==> src/rtl/bus_pkg.sv <==
// Shared types for the bus master controller.
// Command record, FSM states and bus widths.
package bus_pkg;

  localparam int ADDR_W = 2;
  localparam int DATA_W = 4;

  typedef enum logic [2:0] {
    IDLE,
    REQ,
    XFER,
    WAIT_RD,
    RELEASE
  } state_t;

  typedef struct packed {
    logic              write;
    logic [ADDR_W-1:0] addr;
    logic [DATA_W-1:0] wdata;
  } cmd_t;

endpackage

==> src/rtl/bus_master_ctrl_if.sv <==
// Command, arbiter, peripheral and response signals.
// master = controller view, slave = environment view.
interface bus_master_ctrl_if
  import bus_pkg::*;
  ();

  logic              cmd_valid;
  logic              cmd_ready;
  logic              cmd_write;
  logic [ADDR_W-1:0] cmd_addr;
  logic [DATA_W-1:0] cmd_wdata;

  logic              req;
  logic              grant;

  logic              wr_en;
  logic              rd_en;
  logic [ADDR_W-1:0] addr;
  logic [DATA_W-1:0] wdata;
  logic [DATA_W-1:0] rdata;

  logic              rsp_valid;
  logic [DATA_W-1:0] rsp_data;
  logic              rsp_err;

  modport master (
    input  cmd_valid,
    input  cmd_write,
    input  cmd_addr,
    input  cmd_wdata,
    output cmd_ready,
    output req,
    input  grant,
    output wr_en,
    output rd_en,
    output addr,
    output wdata,
    input  rdata,
    output rsp_valid,
    output rsp_data,
    output rsp_err
  );

  modport slave (
    output cmd_valid,
    output cmd_write,
    output cmd_addr,
    output cmd_wdata,
    input  cmd_ready,
    input  req,
    output grant,
    input  wr_en,
    input  rd_en,
    input  addr,
    input  wdata,
    output rdata,
    input  rsp_valid,
    input  rsp_data,
    input  rsp_err
  );

endinterface

==> src/rtl/cmd_fifo.sv <==
// Command queue feeding the bus master FSM.
// Power-of-two depth; pointers wrap naturally.
module cmd_fifo
  import bus_pkg::*;
#(
  parameter int DEPTH = 4
) (
  input  logic                   clk,
  input  logic                   rst,
  input  logic                   push,
  input  cmd_t                   din,
  input  logic                   pop,
  output cmd_t                   dout,
  output logic                   full,
  output logic                   empty,
  output logic [$clog2(DEPTH):0] count
);

  localparam int PW = $clog2(DEPTH);
  localparam int CW = PW + 1;

  cmd_t           mem [DEPTH];
  logic [PW-1:0]  wr_ptr;
  logic [PW-1:0]  rd_ptr;
  logic           do_push;
  logic           do_pop;

  // a push while full is dropped even if a pop frees a slot
  assign do_push = push & ~full;
  assign do_pop  = pop & ~empty;

  assign full  = (count == CW'(DEPTH));
  assign empty = (count == '0);
  assign dout  = mem[rd_ptr];

  always_ff @(posedge clk) begin
    if (do_push) begin
      mem[wr_ptr] <= din;
    end
  end

  always_ff @(posedge clk or posedge rst) begin
    if (rst) begin
      wr_ptr <= '0;
      rd_ptr <= '0;
      count  <= '0;
    end else begin
      if (do_push) begin
        wr_ptr <= wr_ptr + PW'(1);
      end
      if (do_pop) begin
        rd_ptr <= rd_ptr + PW'(1);
      end
      unique case ({do_push, do_pop})
        2'b10:   count <= count + CW'(1);
        2'b01:   count <= count - CW'(1);
        default: count <= count;
      endcase
    end
  end

endmodule

==> src/rtl/bus_master_ctrl.sv <==
// Queued bus master: request/grant arbitration,
// single-beat read/write strobes, registered response.
module bus_master_ctrl
  import bus_pkg::*;
#(
  parameter int FIFO_DEPTH    = 4,
  parameter int GRANT_TIMEOUT = 15,
  parameter int READ_LAT      = 1
) (
  input logic               clk,
  input logic               rst,
  bus_master_ctrl_if.master bus
);

  localparam int CW = $clog2(FIFO_DEPTH) + 1;
  localparam int TW = $clog2(GRANT_TIMEOUT + 1);
  localparam int LW = $clog2(READ_LAT + 1);

  state_t          state;
  state_t          state_nx;

  cmd_t            cur;
  cmd_t            fifo_dout;
  logic            fifo_full;
  logic            fifo_empty;
  logic [CW-1:0]   fifo_count;
  logic            push;
  logic            pop;

  logic [TW-1:0]   wait_cnt;
  logic [TW-1:0]   wait_nx;
  logic [LW-1:0]   lat_cnt;
  logic [LW-1:0]   lat_nx;

  logic              req_q;
  logic              req_nx;
  logic              wr_q;
  logic              wr_nx;
  logic              rd_q;
  logic              rd_nx;
  logic              rv_q;
  logic              rv_nx;
  logic              re_q;
  logic              re_nx;
  logic [DATA_W-1:0] rdat_q;
  logic [DATA_W-1:0] rdat_nx;

  assign push = bus.cmd_valid &&
                (fifo_count != CW'(FIFO_DEPTH));

  assign bus.cmd_ready = ~fifo_full;

  cmd_fifo #(
    .DEPTH (FIFO_DEPTH)
  ) u_fifo (
    .clk   (clk),
    .rst   (rst),
    .push  (push),
    .din   ({bus.cmd_write,
             bus.cmd_addr,
             bus.cmd_wdata}),
    .pop   (pop),
    .dout  (fifo_dout),
    .full  (fifo_full),
    .empty (fifo_empty),
    .count (fifo_count)
  );

  always_comb begin
    state_nx = state;
    wait_nx  = wait_cnt;
    lat_nx   = lat_cnt;
    pop      = 1'b0;
    req_nx   = 1'b0;
    wr_nx    = 1'b0;
    rd_nx    = 1'b0;
    rv_nx    = 1'b0;
    re_nx    = 1'b0;
    rdat_nx  = '0;
    unique case (state)
      IDLE: begin
        if (!fifo_empty) begin
          pop      = 1'b1;
          wait_nx  = '0;
          lat_nx   = '0;
          state_nx = REQ;
        end
      end
      REQ: begin
        req_nx = 1'b1;
        // grant only counts once the arbiter can see req
        if (req_q) begin
          if (bus.grant) begin
            state_nx = XFER;
            wr_nx    = cur.write;
            rd_nx    = ~cur.write;
          end else if (wait_cnt ==
                       TW'(GRANT_TIMEOUT - 1)) begin
            state_nx = RELEASE;
            req_nx   = 1'b0;
            rv_nx    = 1'b1;
            re_nx    = 1'b1;
          end else begin
            wait_nx = wait_cnt + 1'b1;
          end
        end
      end
      XFER: begin
        if (!bus.grant) begin
          state_nx = RELEASE;
          rv_nx    = 1'b1;
          re_nx    = 1'b1;
        end else if (cur.write) begin
          state_nx = RELEASE;
          rv_nx    = 1'b1;
        end else begin
          state_nx = WAIT_RD;
          req_nx   = 1'b1;
          lat_nx   = '0;
        end
      end
      WAIT_RD: begin
        if (!bus.grant) begin
          state_nx = RELEASE;
          rv_nx    = 1'b1;
          re_nx    = 1'b1;
        end else if (lat_cnt ==
                     LW'(READ_LAT - 1)) begin
          state_nx = RELEASE;
          rv_nx    = 1'b1;
          rdat_nx  = bus.rdata;
        end else begin
          req_nx = 1'b1;
          lat_nx = lat_cnt + 1'b1;
        end
      end
      RELEASE: begin
        state_nx = IDLE;
      end
      default: begin
        state_nx = IDLE;
      end
    endcase
  end

  always_ff @(posedge clk or posedge rst) begin
    if (rst) begin
      state    <= IDLE;
      wait_cnt <= '0;
      lat_cnt  <= '0;
      cur      <= '0;
      req_q    <= 1'b0;
      wr_q     <= 1'b0;
      rd_q     <= 1'b0;
      rv_q     <= 1'b0;
      re_q     <= 1'b0;
      rdat_q   <= '0;
    end else begin
      state    <= state_nx;
      wait_cnt <= wait_nx;
      lat_cnt  <= lat_nx;
      if (pop) begin
        cur <= fifo_dout;
      end
      req_q    <= req_nx;
      wr_q     <= wr_nx;
      rd_q     <= rd_nx;
      rv_q     <= rv_nx;
      re_q     <= re_nx;
      rdat_q   <= rdat_nx;
    end
  end

  assign bus.req       = req_q;
  assign bus.wr_en     = wr_q;
  assign bus.rd_en     = rd_q;
  assign bus.addr      = cur.addr;
  assign bus.wdata     = cur.wdata;
  assign bus.rsp_valid = rv_q;
  assign bus.rsp_err   = re_q;
  assign bus.rsp_data  = rdat_q;

endmodule

==> src/flat_wrapper.sv <==
// flat-port wrapper written by rule: the top's interface ports become plain ports
module bus_master_ctrl_flat import bus_pkg::*;
#(
  parameter int FIFO_DEPTH    = 4,
  parameter int GRANT_TIMEOUT = 15,
  parameter int READ_LAT      = 1
)
  (clk, rst, bus_cmd_valid, bus_cmd_write, bus_cmd_addr, bus_cmd_wdata, bus_cmd_ready, bus_req, bus_grant, bus_wr_en, bus_rd_en, bus_addr, bus_wdata, bus_rdata, bus_rsp_valid, bus_rsp_data, bus_rsp_err);
  bus_master_ctrl_if bus_i ();
  input logic clk;
  input logic rst;
  input wire logic [$bits(bus_i.cmd_valid)-1:0] bus_cmd_valid;
  input wire logic [$bits(bus_i.cmd_write)-1:0] bus_cmd_write;
  input wire logic [$bits(bus_i.cmd_addr)-1:0] bus_cmd_addr;
  input wire logic [$bits(bus_i.cmd_wdata)-1:0] bus_cmd_wdata;
  output wire logic [$bits(bus_i.cmd_ready)-1:0] bus_cmd_ready;
  output wire logic [$bits(bus_i.req)-1:0] bus_req;
  input wire logic [$bits(bus_i.grant)-1:0] bus_grant;
  output wire logic [$bits(bus_i.wr_en)-1:0] bus_wr_en;
  output wire logic [$bits(bus_i.rd_en)-1:0] bus_rd_en;
  output wire logic [$bits(bus_i.addr)-1:0] bus_addr;
  output wire logic [$bits(bus_i.wdata)-1:0] bus_wdata;
  input wire logic [$bits(bus_i.rdata)-1:0] bus_rdata;
  output wire logic [$bits(bus_i.rsp_valid)-1:0] bus_rsp_valid;
  output wire logic [$bits(bus_i.rsp_data)-1:0] bus_rsp_data;
  output wire logic [$bits(bus_i.rsp_err)-1:0] bus_rsp_err;
  assign bus_i.cmd_valid = bus_cmd_valid;
  assign bus_i.cmd_write = bus_cmd_write;
  assign bus_i.cmd_addr = bus_cmd_addr;
  assign bus_i.cmd_wdata = bus_cmd_wdata;
  assign bus_cmd_ready = bus_i.cmd_ready;
  assign bus_req = bus_i.req;
  assign bus_i.grant = bus_grant;
  assign bus_wr_en = bus_i.wr_en;
  assign bus_rd_en = bus_i.rd_en;
  assign bus_addr = bus_i.addr;
  assign bus_wdata = bus_i.wdata;
  assign bus_i.rdata = bus_rdata;
  assign bus_rsp_valid = bus_i.rsp_valid;
  assign bus_rsp_data = bus_i.rsp_data;
  assign bus_rsp_err = bus_i.rsp_err;
  bus_master_ctrl #(.FIFO_DEPTH(FIFO_DEPTH), .GRANT_TIMEOUT(GRANT_TIMEOUT), .READ_LAT(READ_LAT)) u_core (.clk(clk), .rst(rst), .bus(bus_i));
endmodule
==> config.mk <==
export PLATFORM = sky130hd
export DESIGN_NAME = bus_master_ctrl_flat
export DESIGN_NICKNAME = d
export VERILOG_FILES = /design/src/rtl/bus_pkg.sv /design/src/rtl/bus_master_ctrl_if.sv /design/src/rtl/cmd_fifo.sv /design/src/rtl/bus_master_ctrl.sv /design/src/flat_wrapper.sv
export SDC_FILE = /design/constraint.sdc
export NUM_CORES = 1
export LEC_CHECK = 0
export ABC_AREA = 1
export CAP_MARGIN = 20
export CELL_PAD_IN_SITES_DETAIL_PLACEMENT = 0
export CELL_PAD_IN_SITES_GLOBAL_PLACEMENT = 1
export CORE_MARGIN = 4
export CORE_UTILIZATION = 43
export DETAILED_ROUTE_END_ITERATION = 10
export PLACE_DENSITY = 0.81
export SYNTH_ARGS = -nofsm -noshare
export SYNTH_HDL_FRONTEND = slang
export SYNTH_SLANG_ARGS = --single-unit
==> constraint.sdc <==
create_clock -name clk -period 2.3 [get_ports clk]
set_clock_uncertainty 0.05 [all_clocks]
set_input_delay 0.345 -clock clk [delete_from_list [all_inputs] [get_ports clk]]
set_output_delay 0.345 -clock clk [all_outputs]
set_load 0.03 [all_outputs]
==> parameters.txt, run 1 <==
Parameter                              Value

Status
  Status    completed

Clock network
  Count of hold buffers inserted by post-cts repair    0
  Later-pin clock latency in the skew report    0.33 ns
  Number of buffers inserted by post-CTS setup repair    0
  Post-cts gate resize count    0
  H-tree lvl count    3
  Clock Tree Buf Depth    2
  Clock tree from TritonCTS    built
  Number of clock buffers inserted by TritonCTS    9
  Post-CTS clock slew at the launch and capture registers of the worst setup and hold paths    0.06 ns
  CTS Root Buffer Type    sky130_fd_sc_hd__clkbuf_8
  Clock Sink Count    58

Finish
  Layout Cell Area excl Fill    0.003078 mm²
  Highest-count cells in the layout ignoring fill and taps    sky130_fd_sc_hd__nor2_1, sky130_fd_sc_hd__nand2_1, sky130_fd_sc_hd__clkdlybuf4s50_1, sky130_fd_sc_hd__dfrtp_1, sky130_fd_sc_hd__edfxtp_1
  Final net count    306
  Area delta synth->final    22.75%
  Most frequent standard cell in the layout excluding fill and tap cells    sky130_fd_sc_hd__nor2_1
  Non-filler instance count after layout    360
  Share of post-route cells with drive strength above 1    9.722%
  Util after Layout    55.22%
  Number of inserted diodes    0

Floorplan
  Initial core utilization    44.98%
  Die width    84.36 µm
  Die Y    84.36 µm
  Core Region    0.005574 mm²
  Top Ports    31
  Row count    27
  Area enclosed by the die boundary    0.007117 mm²

Timing
  Hold violation count in the final report    0
  Peak clock frequency supported by timing    488.3 MHz
  Worst path setup slack after routing    0.2519 ns
  Smallest hold slack    0.3468 ns
  Worst max-slew margin expressed relative to the limit    73.71%
  Number of failing setup endpoints in the final timing report    0
  Max-slew violation total from the final report    0
  Shortest period the worst path allows    2.048 ns
  Unrepaired setup endpoints after global routing    no
  Period Utilization, post-route    89.05%
  Worst-margin pin slew    0.3943 ns
  Setup TNS after final layout    0 ns

Synth
  Post-synth top area cell    sky130_fd_sc_hd__edfxtp_1
  Synth Cell Area    0.002507 mm²
  Synth top area share    33.53%
  Post-Syn Nets    267
  Register bit total from synthesis    58
  Yosys warning count    0
  Cells after Synth    244
  Dominant cells by area after synthesis    sky130_fd_sc_hd__edfxtp_1, sky130_fd_sc_hd__dfrtp_1, sky130_fd_sc_hd__nor2_1
  Mean instance size in the synthesized netlist    10.28 µm²
  Count of different cell masters after synthesis    23
  Sequential area share after synthesis    63.47%

Place
  Placed standard-cell area    0.002890 mm²
  Sum of net half-perimeters after detailed placement    3.016 mm
  Gp weighted congestion    0.7818
  Cell total after placement    344
  Number of port buffers    30
  Dpl ws    0.1681 ns

Route
  Pre-antenna DRT Iters    4
  Detail-routed net length per standard cell    12.20 µm
  Antenna-violating nets left    0
  Number of vias per cell    4.567
  Drt drc    0
  Number of vias after detailed routing    1644
  Total wire length after detailed routing    4.393 mm
  DRC marker count from the first detailed-route iteration    60

Setup path
  Beginning of the worst register-to-register path    u_core.u_fifo.count[0]
  R2R Setup Slk    0.25 ns
  Delay-heaviest family, CP    adder cells
  Ordered list of cells on the worst path    inv_1 > nand3_1 > nand3_2 > inv_2 > ha_1 > fa_1 > a21oi_1 > o21ai_0 > xor2_1
  Slowest Stage Delay on Critical Path    0.44 ns
  Endpoint of the worst-slack reg-to-reg timing path    u_core.u_fifo.count[2]
  CP Max Fanout    10
  Number of cells on the worst reg-to-reg path    9
  CP Data Arrival Time    2.21 ns
  Sort of element at the end of the critical path    flip-flop
  Master of the slowest instance on the critical path    sky130_fd_sc_hd__fa_1
  Sum of buffers and inverters on the critical path    2
  Levels on crit path    9
  Class of the most critical setup path    reg -> reg
  Startpoint type of the worst setup path    flip-flop
  Required time worst endpoint    2.46 ns

Power
  Highest ir drop seen on vdd    0.0006343 V
  Power Dens Cells    1371 mW/mm²
  Leakage    1.362 nW
  Total design power    4.221 mW

Job
  Maximum Capacitance Violations    0

Global routing
  First-pass GRT wire length    7.555 mm
  Grt total ovfl    0
  Largest net degree at the start of global routing    31
  Number of global-route vias before repair    1648
  Number of antenna violations at the first check in global routing    0
  Total global-route track usage    13.84%

Hold path
  Kind of path behind the tightest hold check    in -> async
[power breakdown]
| part | switching [mW] | internal (mW) |
|---|---|---|
| Clock | 0.370 | 0.521 |
| Sequential | 0.165 | 1.41 |
| Combinational | 1.11 | 0.648 |
| Total | 1.64 | 2.58 |
[how the worst max path moves through the flow]
stage / startpoint / to / slack [ns]
final: u_core.u_fifo.count[0] / u_core.u_fifo.count[2] / 0.25
after global routing: u_core.u_fifo.count[0] / u_core.u_fifo.count[2] / 0.06
after CTS: u_core.u_fifo.count[0] / u_core.u_fifo.count[2] / 0.24
after detailed placement: bus_cmd_valid / u_core.u_fifo.count[2] / 0.17
after global placement: bus_cmd_valid / u_core.u_fifo.count[2] / 0.17
after floorplan: u_core.u_fifo.count[0] / u_core.u_fifo.count[2] / 0.10
[registers in the layout (all words and copies together), names as in the netlist]
| register | flops |
|---|---|
| u_core.bus.wr_en | 1 |
| u_core.bus.rsp_valid | 1 |
| u_core.u_fifo.wr_ptr | 2 |
| u_core.state | 3 |
| u_core.u_fifo.rd_ptr | 2 |
| u_core.u_fifo.mem | 28 |
| u_core.bus.rd_en | 1 |
| u_core.cur | 1 |
| u_core.bus.rsp_data | 4 |
| u_core.bus.addr | 2 |
| u_core.wait_cnt | 4 |
| u_core.u_fifo.count | 3 |
| u_core.bus.req | 1 |
| u_core.bus.rsp_err | 1 |
| u_core.bus.wdata | 4 |
[per-layer routing]
| metal | share of wire [%] | wire (µm) | vias to the layer above | global-route usage (%) |
|---|---|---|---|---|
| met5 | 0 | 0 | - | 0 |
| met4 | 2.6 | 116 | 0 | 8.201 |
| met3 | 6.6 | 292 | 9 | 4.711 |
| met2 | 42 | 1831 | 41 | 20.52 |
| met1 | 49 | 2152 | 731 | 17.59 |
| li1 | - | - | 863 | - |
[tightest hold or removal path: stages]
cell and delay, ns:
sky130_fd_sc_hd__clkdlybuf4s50_1 0.40, sky130_fd_sc_hd__inv_1 0.05, sky130_fd_sc_hd__buf_4 0.35
[logic make-up after synthesis]
kind of cell	after synthesis	synth area share (%)
xor gates and xnor gates	4	1.397
and+or+nand+nor	108	18.11
buffers and inverters	35	6.437
AOI/OAI and AO/OA	31	6.287
adders and majority gates	8	4.291
DFF	58	63.47
[synth_stat cells (all sizes together)]
library cell,instances
buf,10
nor3,1
nand4,1
xnor2,2
inv,25
o21a,1
ha,7
edfxtp,28
fa,1
nand2,45
nor4,1
a21oi,3
xor2,2
o21ai,27
dfrtp,30
nand3,12
nor2,48
[area by class of cell]
class | count | area [µm²]
clock buffers | 12 | 145.1
inverters | 25 | 93.84
fillers | 510 | 2496
clock inverters | 4 | 42.54
well taps | 72 | 90.09
multi-input cells | 151 | 754.5
repair buffers | 38 | 360.3
flip-flops and latches | 58 | 1592
Power figures use the tool's default switching activity.
==> inputs of run 2 (changes only) <==
Settings changed: CAP_MARGIN 20 to default, GPL_ROUTABILITY_DRIVEN from default to 0, SYNTH_HIERARCHICAL from default to 1.
==> run 2 against run 1 <==
- sequential share of layout area shrank 3.5 points
- first-iteration DRC count fell by 30%
- non-clock buffer count grew 3
- hold slack got worse by 0.11 ns
- critical endpoint is now u_core/u_fifo/count[2]
- largest cell class unchanged
- largest power group unchanged
==> parameters.txt, run 2 <==
Parameter                              Value

Route
  Antenna-violating nets left    0
  Pre-antenna DRT Iters    4
  Number of vias after detailed routing    1818
  Drt drc    0
  Total wire length after detailed routing    4.623 mm
  DRC marker count from the first detailed-route iteration    42
  Number of vias per cell    4.579
  Detail-routed net length per standard cell    11.64 µm

Clock network
  Clock Sink Count    58
  Number of clock buffers inserted by TritonCTS    9
  Clock Tree Buf Depth    2
  Clock tree from TritonCTS    built
  Post-CTS clock slew at the launch and capture registers of the worst setup and hold paths    0.06 ns
  H-tree lvl count    3
  Later-pin clock latency in the skew report    0.33 ns
  CTS Root Buffer Type    sky130_fd_sc_hd__clkbuf_8

Floorplan
  Area enclosed by the die boundary    0.007611 mm²
  Row count    28
  Top Ports    31
  Die width    87.24 µm
  Initial core utilization    45.07%
  Core Region    0.005991 mm²
  Die Y    87.24 µm

Finish
  Non-filler instance count after layout    397
  Number of inserted diodes    0
  Highest-count cells in the layout ignoring fill and taps    sky130_fd_sc_hd__nand2_1, sky130_fd_sc_hd__inv_1, sky130_fd_sc_hd__clkdlybuf4s50_1, sky130_fd_sc_hd__dfrtp_1, sky130_fd_sc_hd__edfxtp_1
  Largest register by flop count    u_core/u_fifo/mem
  Most frequent standard cell in the layout excluding fill and tap cells    sky130_fd_sc_hd__nand2_1
  Final net count    340
  Share of post-route cells with drive strength above 1    13.04%
  Area delta synth->final    22.24%
  Flip-flop count of the largest register after layout    28

Setup path
  Required time worst endpoint    2.47 ns
  CP Data Arrival Time    2.28 ns
  Slowest Stage Delay on Critical Path    0.42 ns
  Ordered list of cells on the worst path    nor2_4 > nand2_2 > or2_4 > clkinv_8 > nand2_1 > inv_1 > ha_1 > inv_1 > fa_1 > nand2_1 > nand3_1 > nand2_1 > nand2_1
  Master of the slowest instance on the critical path    sky130_fd_sc_hd__dfrtp_1
  Sort of element at the end of the critical path    flip-flop
  Class of the most critical setup path    reg -> reg
  Startpoint type of the worst setup path    flip-flop
  Most prevalent standard cell on the critical path    sky130_fd_sc_hd__nand2_1
  CP Max Fanout    5
  Number of cells on the worst reg-to-reg path    13

Place
  Cell total after placement    380
  Dpl ws    0.1282 ns
  Sum of net half-perimeters after detailed placement    3.325 mm
  Number of port buffers    30

Timing
  Max-slew violation total from the final report    0
  Smallest hold slack    0.2372 ns
  Period Utilization, post-route    91.70%
  Unrepaired setup endpoints after global routing    no
  Peak clock frequency supported by timing    474.1 MHz
  Shortest period the worst path allows    2.109 ns
  Hold violation count in the final report    0
  Worst max-slew margin expressed relative to the limit    68.56%
  Worst-margin pin slew    0.4708 ns
  Worst path setup slack after routing    0.1908 ns
  Number of failing setup endpoints in the final timing report    0
  Setup TNS after final layout    0 ns

Synth
  Most common cell in the synthesized netlist    sky130_fd_sc_hd__nand2_1
  Synth Cell Area    0.002700 mm²
  Mean instance size in the synthesized netlist    9.783 µm²
  Sequential area share after synthesis    58.94%
  Most instantiated flip-flop cell in the synthesis netlist    sky130_fd_sc_hd__dfrtp_1
  Post-Syn Nets    299
  Cells after Synth    276
  Count of different cell masters after synthesis    27
  Dominant cells by area after synthesis    sky130_fd_sc_hd__edfxtp_1, sky130_fd_sc_hd__dfrtp_1, sky130_fd_sc_hd__nand2_1
  Synth top area share    31.14%
  Yosys warning count    6
  Register bit total from synthesis    58
  Async set-or-reset flop fraction in the synthesized netlist    51.72%
  Commonest cells in the synthesized netlist    sky130_fd_sc_hd__nand2_1, sky130_fd_sc_hd__inv_1, sky130_fd_sc_hd__dfrtp_1, sky130_fd_sc_hd__edfxtp_1, sky130_fd_sc_hd__nor2_1
  Post-synth top area cell    sky130_fd_sc_hd__edfxtp_1
  Number of synthesized flops with an enable pin    28

Job
  Maximum Capacitance Violations    0

Power
  Total design power    4.485 mW
  Leakage    1.600 nW
  Highest ir drop seen on vdd    0.0008145 V
  Power Dens Cells    1359 mW/mm²

Global routing
  Total global-route track usage    13.42%
  Number of global-route vias before repair    1701
  First-pass GRT wire length    7.762 mm
  Grt total ovfl    0
  Largest net degree at the start of global routing    30
  Number of antenna violations at the first check in global routing    0

Hold path
  Kind of path behind the tightest hold check    in -> async

Status
  Status    completed
run 2: logic make-up after synthesis:
| family | synth area share, % |
|---|---|
| compound gates | 6.163 |
| xor+xnor | 0.6489 |
| fa+ha+maj | 3.985 |
| buf+inv | 10.70 |
| simple gates | 19.56 |
| flops | 58.94 |
run 2: through the flow:
stage                     util (%)  area (µm²)
after detailed placement     51.36        3077
after CTS                    54.85        3286
after global routing         55.10        3301
after global placement       51.36        3077
after floorplan                  -        2700
final                        55.10        3301
run 2: what timing repair did:
| action | 4_1_cts | 5_1_grt |
|---|---|---|
| gates resized for setup | 0 | 2 |
| hold buffers | 0 | 0 |
| setup endpoints to repair | 0 | 1 |
| hold endpoints to repair | 0 | 0 |
| buffers inserted | 0 | 1 |
run 2: cell type report:
cell class	count	area, µm²
clock buffer	10	127.6
inverter	49	196.4
tap	75	93.84
fill	518	2690
multi-input combinational	158	827.0
sequential	58	1592
timing repair buffer	41	382.9
clock inverter	6	81.33
run 2: worst max-delay path, delay by kind of cell, from the launching register on:
kind                     cells  cell delay, ns
AND/OR/NAND/NOR              8            0.86
adder cells (fa/ha/maj)      2            0.53
buffers and inverters        3            0.17
flip-flops                   1            0.42
run 2: report_power, final:
part / switching (mW) / total, mW / internal, mW
clock network: 0.383 / 0.985 / 0.602
logic: 1.16 / 1.90 / 0.733
registers: 0.197 / 1.60 / 1.41
total: 1.74 / 4.49 / 2.74
run 2: final timing paths:
check,start,end,slack [ns]
min,rst,u_core/u_fifo/count[0],0.24
min in group clk,u_core/bus.wdata[1],u_core/bus.wdata[1],0.44
max,u_core/state[2],u_core/u_fifo/count[2],0.19
max reg2reg,u_core/state[2],u_core/u_fifo/count[2],0.19
max in group asynchronous,rst,u_core/wait_cnt[3],1.64
min reg2reg,u_core/bus.wdata[1],u_core/bus.wdata[1],0.44
run 2: layer usage:
layer	part of all wire (%)	GRT usage, %	vias up
met2	47	19.93	39
met1	47	17.40	813
met3	5.4	4.068	7
met5	0	0	-
met4	1.3	7.531	0
li1	-	-	959
==> inputs of run 3 (changes only) <==
Settings changed: CORE_UTILIZATION 43 to 45, CTS_BUF_LIST from default to sky130_fd_sc_hd__clkbuf_8, PLACE_DENSITY 0.81 to 0.84.
==> run 3 against run 2 <==
- clock power fell by 1%
- sequential share of layout area down 0.16 points
- via count fell by 0.44%
- routed wire length shrank 5.0%
- cell count shrank 0.25%
- hold slack lost 0.011 ns
- setup slack gained 0.014 ns
- critical path depth fell by 8
- first-iteration DRC count grew 19%
- design area increased by 0.34%
- die area shrank 4.0%
==> parameters.txt, run 3 (synthesis gave the netlist of run 2 again) <==
Parameter                              Value

Finish
  Most frequent standard cell in the layout excluding fill and tap cells    sky130_fd_sc_hd__nand2_1
  Fill cells    481
  Final net count    343
  Number of inserted diodes    0
  Flip-flop count of the largest register after layout    28
  Layout Cell Area excl Fill    0.003312 mm²
  Area delta synth->final    22.66%
  Highest-count cells in the layout ignoring fill and taps    sky130_fd_sc_hd__nand2_1, sky130_fd_sc_hd__inv_1, sky130_fd_sc_hd__clkdlybuf4s50_1, sky130_fd_sc_hd__dfrtp_1, sky130_fd_sc_hd__edfxtp_1
  Largest register by flop count    u_core/u_fifo/mem
  Share of post-route cells with drive strength above 1    13.27%

Clock network
  Count of hold buffers inserted by post-cts repair    0
  Post-CTS clock slew at the launch and capture registers of the worst setup and hold paths    0.07 ns
  Number of clock buffers inserted by TritonCTS    9
  H-tree lvl count    3
  Clock tree from TritonCTS    built
  Later-pin clock latency in the skew report    0.33 ns
  Clock Sink Count    58
  CTS Root Buffer Type    sky130_fd_sc_hd__clkbuf_8
  Clock Tree Buf Depth    2

Floorplan
  Die width    85.46 µm
  Core Region    0.005675 mm²
  Die Y    85.46 µm
  Area enclosed by the die boundary    0.007303 mm²
  Initial core utilization    47.57%
  Top Ports    31
  Row count    27

Setup path
  Class of the most critical setup path    reg -> out
  CP Data Arrival Time    1.70 ns
  Required time worst endpoint    1.90 ns
  Startpoint type of the worst setup path    flip-flop
  Sort of element at the end of the critical path    output pin
  R2R Setup Slk    0.22 ns
  CP Max Fanout    4

Global routing
  Largest net degree at the start of global routing    30
  First-pass GRT wire length    7.790 mm
  Grt total ovfl    0
  Number of antenna violations at the first check in global routing    0
  Total global-route track usage    13.76%
  Number of global-route vias before repair    1734

Timing
  Peak clock frequency supported by timing    477.4 MHz
  Max-slew violation total from the final report    0
  Worst-margin pin slew    0.4762 ns
  Number of failing setup endpoints in the final timing report    0
  Worst path setup slack after routing    0.2051 ns
  Worst max-slew margin expressed relative to the limit    68.20%
  Unrepaired setup endpoints after global routing    no
  Hold violation count in the final report    0
  Period Utilization, post-route    91.08%
  Setup TNS after final layout    0 ns
  Shortest period the worst path allows    2.095 ns

Power
  Leakage    1.605 nW
  Highest ir drop seen on vdd    0.0006016 V
  Power Dens Cells    1362 mW/mm²

Hold path
  Kind of path behind the tightest hold check    in -> async

Place
  Dpl ws    0.06406 ns
  Number of port buffers    30
  Placed standard-cell area    0.003095 mm²
  Sum of net half-perimeters after detailed placement    3.207 mm

Route
  Total wire length after detailed routing    4.390 mm
  Number of vias per cell    4.571
  Drt drc    0
  Detail-routed net length per standard cell    11.09 µm
  Antenna-violating nets left    0
  DRC marker count from the first detailed-route iteration    50
  Pre-antenna DRT Iters    4
  Number of vias after detailed routing    1810

Status
  Status    completed

Job
  Maximum Capacitance Violations    0
## run 3: path summary, 6_finish.rpt
check,startpoint,to,depth (start not counted)
min in group clk,u_core/bus.wdata[3],u_core/bus.wdata[3],2
max in group asynchronous,rst,u_core/bus.addr[1],3
max reg2reg,u_core/state[2],u_core/u_fifo/count[2],13
min reg2reg,u_core/bus.wdata[3],u_core/bus.wdata[3],2
max,u_core/u_fifo/count[1],bus_cmd_ready,5
min,rst,u_core/u_fifo/rd_ptr[0],2
## run 3: power by group
part	internal [mW]	switching (mW)	total [mW]
Sequential	1.41	0.181	1.59
Clock	0.595	0.376	0.971
Combinational	0.765	1.19	1.95
Total	2.77	1.74	4.51
## run 3: final cells by class
type / count / area, µm² / share of cell area (%)
Sequential cell: 58 / 1592 / 48.05
Multi-Input combinational cell: 158 / 822.0 / 24.82
Timing Repair Buffer: 44 / 405.4 / 12.24
Inverter: 49 / 196.4 / 5.931
Clock buffer: 9 / 123.9 / 3.740
Tap cell: 72 / 90.09 / 2.720
Clock inverter: 6 / 82.58 / 2.493
## run 3: worst max-delay path, stage by stage (launching register included)
cell	delay, ns
sky130_fd_sc_hd__dfrtp_1	0.38
sky130_fd_sc_hd__inv_2	0.06
sky130_fd_sc_hd__nand3_1	0.17
sky130_fd_sc_hd__inv_1	0.06
sky130_fd_sc_hd__inv_1	0.05
sky130_fd_sc_hd__clkdlybuf4s50_1	0.66
## run 3: metal layers
layer | part of all wire [%] | track usage (%) | vias to the layer above
met5 | 0 | 0 | -
met4 | 1.5 | 4.604 | 0
met3 | 6.4 | 5.922 | 8
met2 | 46 | 21.82 | 39
met1 | 46 | 16.86 | 805
li1 | - | - | 958
## run 3: timing repair
| action | CTS | global route |
|---|---|---|
| setup buffers | 0 | 1 |
| hold endpoints to repair | 0 | 0 |
| setup endpoints to repair | 0 | 2 |
| gates resized for setup | 0 | 1 |
## run 3: per-stage QoR
step           util [%]  power [mW]  hold WS [ns]  instances
5_1_grt           58.36       4.902        0.2597        396
3_5_place_dp      54.54       3.551        0.4147        380
2_1_floorplan         -       3.058       0.09840        276
6_report          58.36       4.509        0.2259        396
4_1_cts           58.18       4.539        0.2282        395
3_3_place_gp      54.54       3.528        0.4101        380
